### config.mk
export PLATFORM = sky130hd
export DESIGN_NAME = input_repeater
export DESIGN_NICKNAME = d
export VERILOG_FILES = /design/src/rtl/enum_type_pkg.sv /design/src/rtl/btn_debounce.sv /design/src/rtl/input_repeater.sv
export SDC_FILE = /design/constraint.sdc
export NUM_CORES = 1
export LEC_CHECK = 0
export CAP_MARGIN = 20
export CORE_ASPECT_RATIO = 1.1
export CORE_UTILIZATION = 50
export CTS_CLUSTER_DIAMETER = 120
export DETAILED_ROUTE_END_ITERATION = 10
export PLACE_DENSITY = 0.68
export SETUP_SLACK_MARGIN = 0.3
export SLEW_MARGIN = 20
export SYNTH_ARGS = -nofsm -noshare
export SYNTH_HDL_FRONTEND = slang
export SYNTH_HIERARCHICAL = 1
export SYNTH_SLANG_ARGS = --single-unit
export TNS_END_PERCENT = 5
### constraint.sdc
create_clock -name clk -period 2.46 [get_ports clk]
set_input_delay 0.492 -clock clk [delete_from_list [all_inputs] [get_ports clk]]
set_output_delay 0.492 -clock clk [all_outputs]
set_load 0.01 [all_outputs]
### src/rtl/enum_type_pkg.sv
// Shared button-channel state encoding, default timing constants and a sizing helper.
package enum_type;

    typedef enum logic [1:0] {
        B_IDLE,
        B_HOLD,
        B_DELAY,
        B_REPEAT
    } btn_state_t;

    localparam int DEBOUNCE_CYC_DEF = 1_000_000;
    localparam int DAS_CYC_DEF      = 8_500_000;
    localparam int ARR_CYC_DEF      = 2_500_000;

    function automatic int max_int(input int a, input int b);
        return (a > b) ? a : b;
    endfunction

endpackage

### src/rtl/btn_debounce.sv
// One button: 2-flop synchronizer then stable-for-N debounce; stable follows the pin DEBOUNCE_CYC+2 edges later.
// rise is a one-cycle registered pulse on an accepted 0->1 change; no backpressure.
module btn_debounce
    import enum_type::*;
#(
    parameter int DEBOUNCE_CYC = DEBOUNCE_CYC_DEF
) (
    input  logic clk,
    input  logic reset_n,
    input  logic btn,
    output logic stable,
    output logic rise
);

    localparam int               CNT_W    = $clog2(DEBOUNCE_CYC) + 1;
    localparam logic [CNT_W-1:0] CNT_LAST = CNT_W'(DEBOUNCE_CYC - 1);

    logic             s1;
    logic             s2;
    logic [CNT_W-1:0] cnt;

    // Any return to the accepted level restarts the count, so bounces never flip stable.
    always_ff @(posedge clk or negedge reset_n) begin
        if (!reset_n) begin
            s1     <= 1'b0;
            s2     <= 1'b0;
            stable <= 1'b0;
            rise   <= 1'b0;
            cnt    <= '0;
        end else begin
            s1   <= btn;
            s2   <= s1;
            rise <= 1'b0;
            if (s2 == stable) begin
                cnt <= '0;
            end else if (cnt == CNT_LAST) begin
                stable <= s2;
                rise   <= s2;
                cnt    <= '0;
            end else begin
                cnt <= cnt + CNT_W'(1);
            end
        end
    end

endmodule

### src/rtl/input_repeater.sv
// Four debounced buttons to one-cycle press pulses with DAS/ARR hold-to-repeat; press one edge after held rises.
// Registered outputs, fire-and-forget pulses, no backpressure.
module input_repeater
    import enum_type::*;
#(
    parameter int DEBOUNCE_CYC = DEBOUNCE_CYC_DEF,
    parameter int DAS_CYC      = DAS_CYC_DEF,
    parameter int ARR_CYC      = ARR_CYC_DEF
) (
    input  logic       clk,
    input  logic       reset_n,
    input  logic [3:0] usr_btn,
    input  logic [3:0] repeat_mask,
    output logic [3:0] press,
    output logic [3:0] held
);

    localparam int               REP_W    = $clog2(max_int(DAS_CYC, ARR_CYC)) + 1;
    localparam logic [REP_W-1:0] DAS_LAST = REP_W'(DAS_CYC - 1);
    localparam logic [REP_W-1:0] ARR_LAST = REP_W'(ARR_CYC - 1);

    logic [3:0] stable;
    logic [3:0] rise;

    assign held = stable;

    for (genvar gi = 0; gi < 4; gi++) begin : g_btn

        btn_state_t       state;
        btn_state_t       state_nxt;
        logic [REP_W-1:0] rep_cnt;
        logic [REP_W-1:0] rep_cnt_nxt;
        logic             press_q;
        logic             press_nxt;

        btn_debounce #(
            .DEBOUNCE_CYC(DEBOUNCE_CYC)
        ) u_deb (
            .clk    (clk),
            .reset_n(reset_n),
            .btn    (usr_btn[gi]),
            .stable (stable[gi]),
            .rise   (rise[gi])
        );

        always_ff @(posedge clk or negedge reset_n) begin
            if (!reset_n) begin
                state   <= B_IDLE;
                rep_cnt <= '0;
                press_q <= 1'b0;
            end else begin
                state   <= state_nxt;
                rep_cnt <= rep_cnt_nxt;
                press_q <= press_nxt;
            end
        end

        // Release outranks a mask clear, which outranks a due repeat.
        always_comb begin
            state_nxt   = state;
            rep_cnt_nxt = rep_cnt;
            press_nxt   = 1'b0;
            case (state)
                B_IDLE: begin
                    if (rise[gi]) begin
                        press_nxt   = 1'b1;
                        rep_cnt_nxt = '0;
                        state_nxt   = repeat_mask[gi] ? B_DELAY : B_HOLD;
                    end
                end
                B_HOLD: begin
                    if (!stable[gi]) begin
                        state_nxt = B_IDLE;
                    end
                end
                B_DELAY, B_REPEAT: begin
                    if (!stable[gi]) begin
                        state_nxt = B_IDLE;
                    end else if (!repeat_mask[gi]) begin
                        state_nxt = B_HOLD;
                    end else if (rep_cnt == ((state == B_DELAY) ? DAS_LAST : ARR_LAST)) begin
                        press_nxt   = 1'b1;
                        rep_cnt_nxt = '0;
                        state_nxt   = B_REPEAT;
                    end else begin
                        rep_cnt_nxt = rep_cnt + REP_W'(1);
                    end
                end
                default: begin
                    state_nxt = B_IDLE;
                end
            endcase
        end

        assign press[gi] = press_q;

    end

endmodule

# --- Word level (Yosys, flattened, before mapping) ---
# Index checks and enable logic that the tools add are counted.
# W data, S select, Z words.
word_totals:
  regBits: 212
  latch_bits: 0
  ram_bits: 0
  romBits: 0
  inputBits: 10
  output_inout_bits: 8
  word_cells: 200
  mem_count: 0
classes:
  add_sub_neg: 8
  n_mul: 0
  n_div: 0
  magnitude_cmp: 0
  eq_ne: 44
  shift: 0
  n_mux: 88
  bitwise_logic: 4
  reduce_logical: 24
ops:
  columns: ["operator", "n"]
  rows:
  - ["$mux W25", 16]
  - ["$pmux W25 S2", 4]
  - ["$mux W21", 8]
  - ["$add A25 B1 Y25 const B", 4]
  - ["$eq A25 B24 Y1", 4]
  - ["$mux W24", 4]
  - ["$add A21 B1 Y21 const B", 4]
  - ["$eq A21 B20 Y1 const B", 4]
  - ["$mux W2", 24]
  - ["$mux W1", 24]
  - ["$pmux W2 S3", 4]
  - ["$eq A2 B2 Y1 const B", 8]
  - ["$ne A2 B1 Y1 const B", 8]
  - ["$ne A2 B2 Y1 const B", 8]
  - ["$ne A4 B4 Y1 const B", 4]
  - ["$reduce_and A4 Y1", 4]
  - ["$reduce_and A3 Y1", 4]
  - ["$eq A2 B1 Y1 const B", 4]
  - ["$logic_not A2 Y1", 4]
  - ["$pmux W1 S2", 4]
  - ["$reduce_and A2 Y1", 4]
  - ["$reduce_bool A2 Y1", 4]
  - ["$reduce_or A2 Y1", 4]
  - ["$eq A1 B1 Y1", 4]
  - ["$not A1 Y1", 4]

# --- Logic depth before layout (Yosys ltp) ---
depth:
  word_depth: 7
  ltp_mapped: 7
  ltp_nobuf: 6

# --- Hierarchy ---
# Netlist, hierarchy kept.
modules_own_cells:
  columns: ["mod", "instances", "cells_per_inst", "area_per_inst_um2", "seq_area_each_um2"]
  rows:
  - ["input_repeater", 1, 655, 6169.7, 2802.7]
  - ["btn_debounce", 4, 122, 1228.7, 625.6]

# --- Least setup slack after synthesis ---
# No wires, ideal clock.
synth_path:
  path_kind: "reg2reg"
  startpoint: "reg g_btn[2].rep_cnt[17]"
  endpoint: "reg g_btn[2].rep_cnt[5]"
  setup_ns: 0.119
  arrival_ns: 2.110
  required_time_ns: 2.341
  path_slack_ns: 0.231
  stages_incl_launch_ff: 7
  path_buffers: 1
  synth_period_minus_slack_ns: 2.229
  path_cell_list: "dfrtp_1 or4b_1 or4_1 a221oi_2 a41o_2 buf_6 nor2_1"
synth_between:
  elab_chain_len: 5
synth_lines:
  columns: ["element", "line_no", "source"]
  rows:
  - ["start: declaration", "input_repeater.sv:31", "logic [REP_W-1:0] rep_cnt;"]
  - ["start signal: assignment", "input_repeater.sv:53", "rep_cnt <= rep_cnt_nxt;"]
  - ["$eq A25 B24 Y1", "input_repeater.sv:81", "end else if (rep_cnt == ((state == B_DELAY) ? DAS_LAST : ARR_LAST)) begin"]
  - ["$mux W25", "input_repeater.sv:81", null]
  - ["$mux W25", "input_repeater.sv:79", "end else if (!repeat_mask[gi]) begin"]
  - ["$mux W25", "input_repeater.sv:77", "if (!stable[gi]) begin"]
  - ["$pmux W25 S2", "input_repeater.sv:63", "case (state)"]
# No other way between the ends. The select of a mux whose other input is x is not followed.
# A chain may end at the register's enable or synchronous reset.

# --- Worst setup path after layout ---
layout_path:
  startpoint: "reg g_btn[2].rep_cnt[21]"
  endpoint: "reg g_btn[2].rep_cnt[2]"
# Same word-level chain as after synthesis.

==> qor.txt <==
Via count: 8473
Ys async rst share: 100%
Dpl ws: 0.123 ns
Placed inst area: 0.0116 mm^2
Hpwl dp: 14800 um
RSZ-0062 raised after global routing: yes
Total congestion overflow: 0
Setup_tns: 0 ns
Final Non-Filler Cells: 1482
Root buffer cell: clkbuf_16
Slew HR: 64.7%
CP max stage delay: 0.54 ns
Final hold vios: 0
Clock Latency Late Sink: 0.52 ns
Total GRT Usage: 20.0%
Initial Util: 51.5%
Critical path startpoint category: flip-flop
Total power: 7.13 mW
Initial DRC count: 414
Post-synthesis sequential area ratio: 47.9%
Initial antenna violation count: 0
Syn Area/Cell: 9.70 um^2
Clock power frac: 48.3%
Num CTS Buffers: 24
Endpoint class of the critical path: flip-flop
Count of boundary I/O pins: 18
Most frequent cells in the layout: dfrtp_1 (212), nor2_1 (150), nand2_1 (85), xor2_1 (70), nand3_1 (61)
Worst Path Buf+Inv: 1
WHS: 0.353 ns
Clock sink total: 212
Crit path DAT: 2.73 ns
Fin crit period: 2.33 ns
Ys flop type: dfrtp_1
CTS tree: done
Post-DRT Antenna Nets: 0
Clock buffer depth: 3
Die width: 144 um
Worst Hold Class: reg2reg
Fraction of layout cells with a size suffix above 1: 10.2%
Total power per unit cell area: 570 mW/mm^2
CP top delay family: simple AND/OR/NAND/NOR gates
Core Rows: 56
NumNets Final: 1194
Vias in the first global route: 8016
Die area: 0.0228 mm^2
Clk slew on worst S/H paths: 0.06 ns
Final Core Density: 58.1%
Fillers: 1866
Via density: 5.72
Peak Freq: 0.430 GHz
Worst slew pin tran: 0.529 ns
Crit Path Max Fanout: 6
Crit share post-route: 94.5%
Switching pwr: 1.50 mW
Ant. Diodes: 0
Most common cell after layout, fill and taps aside: dfrtp_1
Pleak: 5.25 nW
Seq pwr share: 49.4%
Global-route wire length before repair: 37700 um
Outcome: finished, final reports clean
Max-slew violations: 0
Final Skew: 0.00966 ns
Die height: 158 um
Syn_nets: 1161
Placed Cells: 1434
Residual DRC count: 0
Final Wtd Congestion: 0.838
CP cell instances: or4b_1 -> or4_4 -> a221oi_4 -> a41o_4 -> clkbuf_16 -> nor2_1
Largest net degree at the start of global routing: 68
Switching Fraction: 21.0%
Combinational fraction of design power: 2.3%
Final Setup Violations: 0
Int Power: 5.64 mW
Worst vdd ir: 0.532 mV
Number of flops mapped to enable cells by yosys: 0
Req. time, crit path: 2.86 ns
Setup ws final: 0.135 ns
Core area: 0.0215 mm^2
Slowest-stage cell, CP: or4b_1
CTS HTree Levels: 1
Port buffer count: 17
Setup Crit Path Kind: reg2reg
Total wire length: 22000 um
Maxcap violations: 0
Final Cell Area: 0.0125 mm^2
DR WL/cell: 14.8 um
Pre-antenna DRT Iters: 5
Post-synthesis cell area: 0.0111 mm^2
Yosys warns: 6
P&R area growth vs syn: 12.8%
Synth unique cells: 63
Mapped Cells: 1143
Seq cells post-synth: 212
worst paths after layout:
kind | endpoint | depth (start not counted) | slack, ns | start
max | g_btn[2].rep_cnt[2]$_DFFE_PN0P_ | 6 | 0.13 | g_btn[2].rep_cnt[21]$_DFFE_PN0P_
min | g_btn[2].u_deb/s2$_DFF_PN0_ | 0 | 0.35 | g_btn[2].u_deb/s1$_DFF_PN0_
max reg2reg | g_btn[2].rep_cnt[2]$_DFFE_PN0P_ | 6 | 0.13 | g_btn[2].rep_cnt[21]$_DFFE_PN0P_
min reg2reg | g_btn[2].u_deb/s2$_DFF_PN0_ | 0 | 0.35 | g_btn[2].u_deb/s1$_DFF_PN0_
max in group asynchronous | g_btn[3].u_deb/cnt[5]$_DFF_PN0_ | 3 | 1.28 | reset_n
min in group asynchronous | g_btn[1].rep_cnt[19]$_DFFE_PN0P_ | 2 | 0.53 | reset_n
logic make-up after synthesis:
kind of cell    after synthesis  share of synthesized area, %
mux                           5                         0.508
simple gates                575                          28.8
xor+xnor                    128                          10.1
buf+inv                      74                          3.52
flops                       212                          47.9
fa+ha+maj                     8                         0.903
compound gates              141                          8.32
state kept, by name, summed over array words and instances (netlist names):
register / count
g_btn.press_q: 4
g_btn.rep_cnt: 100
g_btn.state: 8
g_btn.u_deb/cnt: 84
g_btn.u_deb/rise: 4
g_btn.u_deb/s1: 4
g_btn.u_deb/s2: 4
g_btn.u_deb/stable: 4
power groups by stage:
stage	combinational, mW	clock, mW	sequential, mW
2_1_floorplan	0.0559	0	3.59
3_3_place_gp	0.166	0	3.59
3_5_place_dp	0.168	0	3.59
4_1_cts	0.170	3.56	3.53
5_1_grt	0.189	3.67	3.53
6_report	0.162	3.44	3.53
worst reg2reg max path: cells and delay by family (launching register included):
| kind | cells | cell delay [ns] |
|---|---|---|
| simple gates | 3 | 1.02 |
| compound gates | 2 | 0.63 |
| flops | 1 | 0.40 |
| buf+inv | 1 | 0.16 |
layer usage:
metal / GRT usage [%] / share of wire [%]
met1: 27.3 / 47
met3: 2.54 / 3.4
met4: 6.33 / 1.9
met2: 33.0 / 47
met5: 0 / 0
area by class of cell:
cell class | instances | area, um^2 | area share [%]
clock buffer | 35 | 703 | 5.62
tap | 290 | 363 | 2.90
inverter | 26 | 97.6 | 0.780
timing repair buffer | 55 | 547 | 4.37
clock inverter | 7 | 65.1 | 0.520
multi-input combinational | 857 | 5430 | 43.4
sequential | 212 | 5310 | 42.4
cells in the mapped netlist (all sizes together) (5+ instances only):
cell type	number	share of area [%]
nand4	54	3.3
and3	20	1.1
a21oi	45	2.0
and2	18	1.0
a21o	5	0.35
and4b	6	0.54
a21boi	5	0.34
buf	28	1.9
nor4	28	1.8
nor2b	10	0.56
clkbuf	20	0.72
nor2	150	5.1
and4	19	1.5
nand2b	6	0.34
mux2	5	0.51
nor4b	7	0.55
or4	32	2.2
nand2	85	2.9
ha	8	0.90
inv	26	0.88
or3	30	1.8
nor3	16	0.72
o21ai	35	1.6
xor2	70	5.5
o2111ai	7	0.55
dfrtp	212	48
xnor2	58	4.6
nor3b	8	0.54
o31ai	22	1.5
nand3	61	2.8
timing repair:
action,4_1_cts,5_1_grt
pin swaps,1,2
gates cloned,0,2
endpoints found under the hold margin,61,0
buffers inserted,1,2
hold buffers,1,0
gates resized for setup,1,3
setup endpoints to repair,52,99
Power figures use the tool's default switching activity.
==> RTL edit 1: new RTL, same settings <==
The package constant `ARR_CYC_DEF` goes from 2_500_000 to 10_000_000.
--- a/src/rtl/enum_type_pkg.sv
+++ b/src/rtl/enum_type_pkg.sv
@@ -10,7 +10,7 @@
 
     localparam int DEBOUNCE_CYC_DEF = 1_000_000;
     localparam int DAS_CYC_DEF      = 8_500_000;
-    localparam int ARR_CYC_DEF      = 2_500_000;
+    localparam int ARR_CYC_DEF      = 10_000_000;
 
     function automatic int max_int(input int a, input int b);
         return (a > b) ? a : b;
Formal check against the unedited RTL: same outputs for any inputs over 10 cycles, from zero or initial values and one cycle with reset_n low; that may be too few to reach the edited logic, so the function may still have changed.
==> RTL edit 1 against the original RTL <==
Total power down 2.5%; area after synthesis is 2.2% lower; count of clock-buffer cells in the layout shrank 3; sequential cell count stayed put; worst setup slack better by 0.045 ns; design area decreased by 0.67%; routed wire length decreased by 2.7%; worst hold slack improved by 0.0013 ns; highest routed layer unchanged.
==> RTL edit 1: results (changes against the original RTL) <==
stage,metric,value,unit,change
detailed_routing,drt pass-1 iters,4,,-1
yosys,Main synth FF type,dfrtp_1,,
grt,Global Route Usage Sum,20.1,%,+0.14 points
detailed_routing,Vias,8165,,-3.6%
grt,vias in the first global route,7924,,-1.1%
worst_setup_path,critical path's largest stage delay,0.51,ns,-0.03 ns
power_and_ir_drop,Switching Share,21.5,%,+0.50 points
clocking,Root Driver,clkbuf_16,,
yosys,"FFs w/ async S/R, synth",100,%,unchanged
final_layout,layout cells sized above 1,13.0,%,+2.8 points
sta,clk_skew,0.0216,ns,+0.0119 ns
clocking,Longest Clk Path Bufs,3,,unchanged
placed_design,routability cong.,0.848,,+1.2%
clocking,CTS Buf Count,23,,-4.2%
power_and_ir_drop,leakage power,5.30,nW,+0.91%
worst_setup_path,startpoint class of the critical path,flop,,
final_layout,Top Registers,"g_btn.rep_cnt: 100 flops, g_btn.u_deb/cnt: 84 flops, g_btn.state: 8 flops",,
clocking,CTS H-Tree Depth,1,,unchanged
worst_setup_path,R2R Path End,g_btn[2].rep_cnt[21],,
power_and_ir_drop,VDD IR-drop max,0.546,mV,+2.6%
yosys,Synth cell types,64,,+1.6%
min_path,Hold EP,g_btn[1].u_deb/s2,,
sta,final hold slack,0.355,ns,+0.00135 ns
worst_setup_path,R2R Setup Slk,0.18,ns,+0.04 ns
grt,first-pass GRT wire length,37.3,mm,-1.1%
placed_design,detailed placer's ending HPWL,14.7,mm,-0.63%
yosys,Yosys warnings,6,,unchanged
worst_setup_path,crit-path max FO,9,,+3
detailed_routing,Wirelength per Cell,14.4,um,-3.0%
min_path,Min-Delay Startpoint,g_btn[1].u_deb/s1,,
worst_setup_path,worst r2r src,g_btn[2].rep_cnt[21],,
yosys,sequential fraction of the synthesis area,48.9,%,+1.1 points
status,outcome,"complete, no violations",,
worst_setup_path,R2R cell count,7,,+1
grt,initial antenna violation count,0,,unchanged
yosys,Synth Area in Adders,0.923,%,+0.020 points
yosys,post-synthesis mux area share,0.704,%,+0.20 points
yosys,Synth top cells by count,"212 x dfrtp_1, 167 x nor2_1, 100 x nand2_1",,
yosys,synth top area cells,"dfrtp_1 49%, xor2_1 5.8%, nor2_1 5.8%, xnor2_1 4.7%, nand2_1 3.5%",,
grt,pin count of the biggest net entering global routing,63,,-7.4%
final_layout,fin nets,1198,,+0.34%
worst_setup_path,"Slowest-stage cell, CP",or4_4,,
yosys,post-synthesis compound-gate area fraction,7.91,%,-0.41 points
placed_design,IO Port Bufs,17,,unchanged
detailed_routing,DR iter-0 viols,342,,-17%
final_layout,diodes inserted,0,,unchanged
worst_setup_path,WP data arrival,2.68,ns,-0.05 ns
clocking,later-pin clock latency in the skew report,0.51,ns,
min_path,HP Class,reg -> reg,,
yosys,post-synthesis xor/xnor area fraction,10.5,%,+0.38 points
clocking,clock slew at reported path FFs,0.06,ns,about the same
sta,Slew HR,61.8,%,-2.9 points
RTL edit 1: power groups by stage:
stage / Combinational (mW) / Sequential [mW] / Clock, mW
6_report: 0.164 / 3.53 / 3.27
3_5_place_dp: 0.169 / 3.59 / 0
4_1_cts: 0.171 / 3.52 / 3.37
5_1_grt: 0.194 / 3.53 / 3.52
3_3_place_gp: 0.166 / 3.59 / 0
2_1_floorplan: 0.0559 / 3.59 / 0
RTL edit 1: cells by family (layout without fill, tap and decap cells):
group / Yosys count / count (layout)
AND/OR/NAND/NOR: 562 / 562
flip-flops: 212 / 212
AO/OA/AOI/OAI: 135 / 135
XOR/XNOR: 130 / 130
buffers and inverters: 68 / 142
adder cells (fa/ha/maj): 8 / 8
multiplexers: 7 / 7
RTL edit 1: through the flow:
step	util, %	setup WS, ns	total power, mW	area, sq um	cells
after floorplan	-	0.299	3.64	10800	1122
after global placement	53.8	0.0926	3.75	11500	1430
after detailed placement	53.8	0.0644	3.76	11500	1430
after CTS	57.6	0.168	7.06	12300	1475
after global routing	58.3	0.102	7.24	12400	1486
final	58.3	0.179	6.96	12400	1486
RTL edit 1: area by class of cell:
class / instances / area (sq um)
Tap cell: 290 / 363
Timing Repair Buffer: 73 / 667
Sequential cell: 212 / 5310
Clock inverter: 9 / 60.1
Inverter: 28 / 105
Fill cell: 1870 / 8880
Multi-Input combinational cell: 842 / 5250
Clock buffer: 32 / 669
RTL edit 1: repair_timing:
action,CTS,global route
gates cloned,1,0
hold endpoints to repair,57,0
endpoints found under the setup margin,75,104
gates resized for setup,10,18
hold buffers,1,0
buffers inserted,2,11
pin swaps,3,4
RTL edit 1: worst max-delay path, delay by kind of cell (launching register included):
kind	cells	cell delay, ns
simple gates	5	1.34
flops	1	0.41
compound gates	1	0.24
buf+inv	1	0.17
RTL edit 1: worst max-delay path by stage:
stage	endpoint	cells after the start
4_1_cts	g_btn[2].rep_cnt[15]	6
3_3_place_gp	g_btn[2].rep_cnt[19]	7
5_1_grt	g_btn[2].rep_cnt[18]	7
6_report	g_btn[2].rep_cnt[21]	7
2_1_floorplan	g_btn[2].rep_cnt[14]	6
3_5_place_dp	g_btn[1].rep_cnt[19]	8
RTL edit 1: layer usage:
metal / track usage, % / vias to the layer above / routed length (um)
li1: - / 4089 / -
met1: 27.3 / 3948 / 10100
met2: 33.5 / 89 / 10200
met3: 3.12 / 39 / 625
met4: 5.43 / 0 / 497
met5: 0 / - / 0
==> RTL edit 2: new RTL, same settings <==
Made on the original files. Register the inputs `usr_btn` and `repeat_mask` before use, cleared by the reset. The logic sees them one clock later.
--- a/src/rtl/input_repeater.sv
+++ b/src/rtl/input_repeater.sv
@@ -19,6 +19,19 @@
     localparam logic [REP_W-1:0] DAS_LAST = REP_W'(DAS_CYC - 1);
     localparam logic [REP_W-1:0] ARR_LAST = REP_W'(ARR_CYC - 1);
 
+    logic [3:0] usr_btn_q;
+    logic [3:0] repeat_mask_q;
+
+    always_ff @(posedge clk or negedge reset_n) begin
+        if (!reset_n) begin
+            usr_btn_q     <= '0;
+            repeat_mask_q <= '0;
+        end else begin
+            usr_btn_q     <= usr_btn;
+            repeat_mask_q <= repeat_mask;
+        end
+    end
+
     logic [3:0] stable;
     logic [3:0] rise;
 
@@ -38,7 +51,7 @@
         ) u_deb (
             .clk    (clk),
             .reset_n(reset_n),
-            .btn    (usr_btn[gi]),
+            .btn    (usr_btn_q[gi]),
             .stable (stable[gi]),
             .rise   (rise[gi])
         );
@@ -65,7 +78,7 @@
                     if (rise[gi]) begin
                         press_nxt   = 1'b1;
                         rep_cnt_nxt = '0;
-                        state_nxt   = repeat_mask[gi] ? B_DELAY : B_HOLD;
+                        state_nxt   = repeat_mask_q[gi] ? B_DELAY : B_HOLD;
                     end
                 end
                 B_HOLD: begin
@@ -76,7 +89,7 @@
                 B_DELAY, B_REPEAT: begin
                     if (!stable[gi]) begin
                         state_nxt = B_IDLE;
-                    end else if (!repeat_mask[gi]) begin
+                    end else if (!repeat_mask_q[gi]) begin
                         state_nxt = B_HOLD;
                     end else if (rep_cnt == ((state == B_DELAY) ? DAS_LAST : ARR_LAST)) begin
                         press_nxt   = 1'b1;
Formal check against the unedited RTL: no difference found for any inputs over 10 cycles, from zero or initial values and one cycle with reset_n low; that may be too few to reach the edited logic, so the function may still have changed.
==> RTL edit 2 against the original RTL <==
Count of clock-buffer cells in the layout grew 2; critical path depth increased by 1; worst setup slack improved by 0.16 ns; global-route usage up 0.79 points; total power is 9.0% higher; routed wire length up 9.3%; sequential share of layout area is 0.71 points lower; area after synthesis is 3.8% higher; design area up 5.7%; die area is 3.7% higher; sequential cell count increased by 8; worst hold slack got worse by 0.0074 ns; critical endpoint is now g_btn[3].rep_cnt[20]; largest cell class unchanged; largest power group is now the clock network.
==> RTL edit 2: results (changes against the original RTL) <==
stage,metric,value,unit,change
grt,first-pass GRT wire length,41.7,mm,+10%
yosys,Synth top cells by count,"220 x dfrtp_1, 151 x nor2_1, 114 x nand2_1",,
detailed_routing,Wirelength per Cell,15.3,um,+3.1%
final_layout,fin nets,1274,,+6.7%
sta,Worst-Margin Slew,0.494,ns,-0.0353 ns
yosys,Synth Area in Adders,0.870,%,-0.033 points
placed_design,dpl cells,1513,,+5.5%
placed_design,routability cong.,0.909,,+8.4%
detailed_routing,vias per cell,5.79,,+1.3%
yosys,sequential fraction of the synthesis area,47.9,%,about the same
yosys,Post-Synthesis Cells,1209,,+5.8%
final_layout,final design utilization,59.2,%,+1.1 points
placed_design,detailed placer's ending HPWL,16.1,mm,+9.3%
worst_setup_path,worst r2r src,g_btn[3].rep_cnt[21],,
clocking,CTS Buf Count,26,,+8.3%
power_and_ir_drop,VDD IR-drop max,0.455,mV,-14%
yosys,post-synthesis compound-gate area fraction,10.3,%,+2.0 points
placed_design,Post-DP Area,12100,sq um,+4.2%
sta,final hold slack,0.346,ns,-0.00738 ns
clocking,Longest Clk Path Bufs,3,,unchanged
yosys,synth top area cells,"dfrtp_1 48%, nor2_1 4.9%, xor2_1 4.5%, nand2_1 3.7%, xnor2_1 3.2%",,
final_layout,Top Registers,"g_btn.rep_cnt: 100 flops, g_btn.u_deb/cnt: 84 flops, g_btn.state: 8 flops",,
grt,pin count of the biggest net entering global routing,56,,-18%
worst_setup_path,WP data arrival,2.57,ns,-0.16 ns
sta,final period utilization,88.1,%,-6.5 points
detailed_routing,WL final,24.0,mm,+9.3%
grt,Global Route Usage Sum,20.8,%,+0.79 points
yosys,Yosys warnings,6,,unchanged
placed_design,pre-CTS setup slack,0.158,ns,+0.0358 ns
worst_setup_path,R2R Setup Slk,0.29,ns,+0.16 ns
sta,clk_skew,0.0107,ns,+0.00104 ns
grt,vias in the first global route,8816,,+10%
power_and_ir_drop,leakage power,5.64,nW,+7.5%
power_and_ir_drop,Int Power,6.14,mW,+9.0%
status,outcome,"complete, no violations",,
worst_setup_path,R2R Path End,g_btn[3].rep_cnt[20],,
detailed_routing,DR iter-0 viols,435,,+5.1%
final_layout,filler cell count,1894,,+1.5%
yosys,Synth cell types,74,,+17%
final_layout,layout cells sized above 1,12.9,%,+2.8 points
yosys,post-synthesis mux area share,0.750,%,+0.24 points
yosys,post-synthesis xor/xnor area fraction,7.69,%,-2.4 points
worst_setup_path,"Slowest-stage cell, CP",or4b_4,,
-- RTL edit 2: how the worst min path moves through the flow --
stage                       from                 to  cells past startpoint
6_report       g_btn[3].u_deb/s1  g_btn[3].u_deb/s2                      0
5_1_grt        g_btn[3].u_deb/s1  g_btn[3].u_deb/s2                      0
2_1_floorplan            reset_n   g_btn[0].press_q                      0
3_3_place_gp   g_btn[3].u_deb/s1  g_btn[3].u_deb/s2                      0
3_5_place_dp   g_btn[2].u_deb/s1  g_btn[2].u_deb/s2                      0
4_1_cts        g_btn[2].u_deb/s1  g_btn[2].u_deb/s2                      0
-- RTL edit 2: area by class of cell --
class                      count  share of cell area [%]
timing repair buffer          71                    4.75
sequential                   220                    41.7
clock buffer                  37                    6.00
clock inverter                11                   0.823
multi-input combinational    906                    43.0
tap                          295                    2.79
inverter                      31                   0.880
-- RTL edit 2: routing by layer --
metal,GRT usage (%),share of wire [%],vias up
li1,-,-,4477
met1,27.9,47,4443
met2,34.9,48,144
met3,3.08,3.4,37
met4,6.01,2.0,0
met5,0,0,-
-- RTL edit 2: cells by family after synthesis --
logic type,after synthesis
flops,220
xor+xnor,101
simple gates,604
mux,8
compound gates,185
fa+ha+maj,8
buf+inv,83
-- RTL edit 2: power groups by stage --
stage | registers (mW) | logic (mW) | clock network, mW
after floorplan | 3.73 | 0.0558 | 0
after global placement | 3.73 | 0.162 | 0
after detailed placement | 3.73 | 0.166 | 0
after CTS | 3.67 | 0.168 | 4.05
after global routing | 3.67 | 0.188 | 4.20
final | 3.67 | 0.159 | 3.95
-- RTL edit 2: repair_timing --
item	CTS	global route
resized for setup	3	28
pin swaps	0	7
setup endpoints to repair	21	85
endpoints found under the hold margin	50	0
hold buffers	1	0
setup buffers	0	9
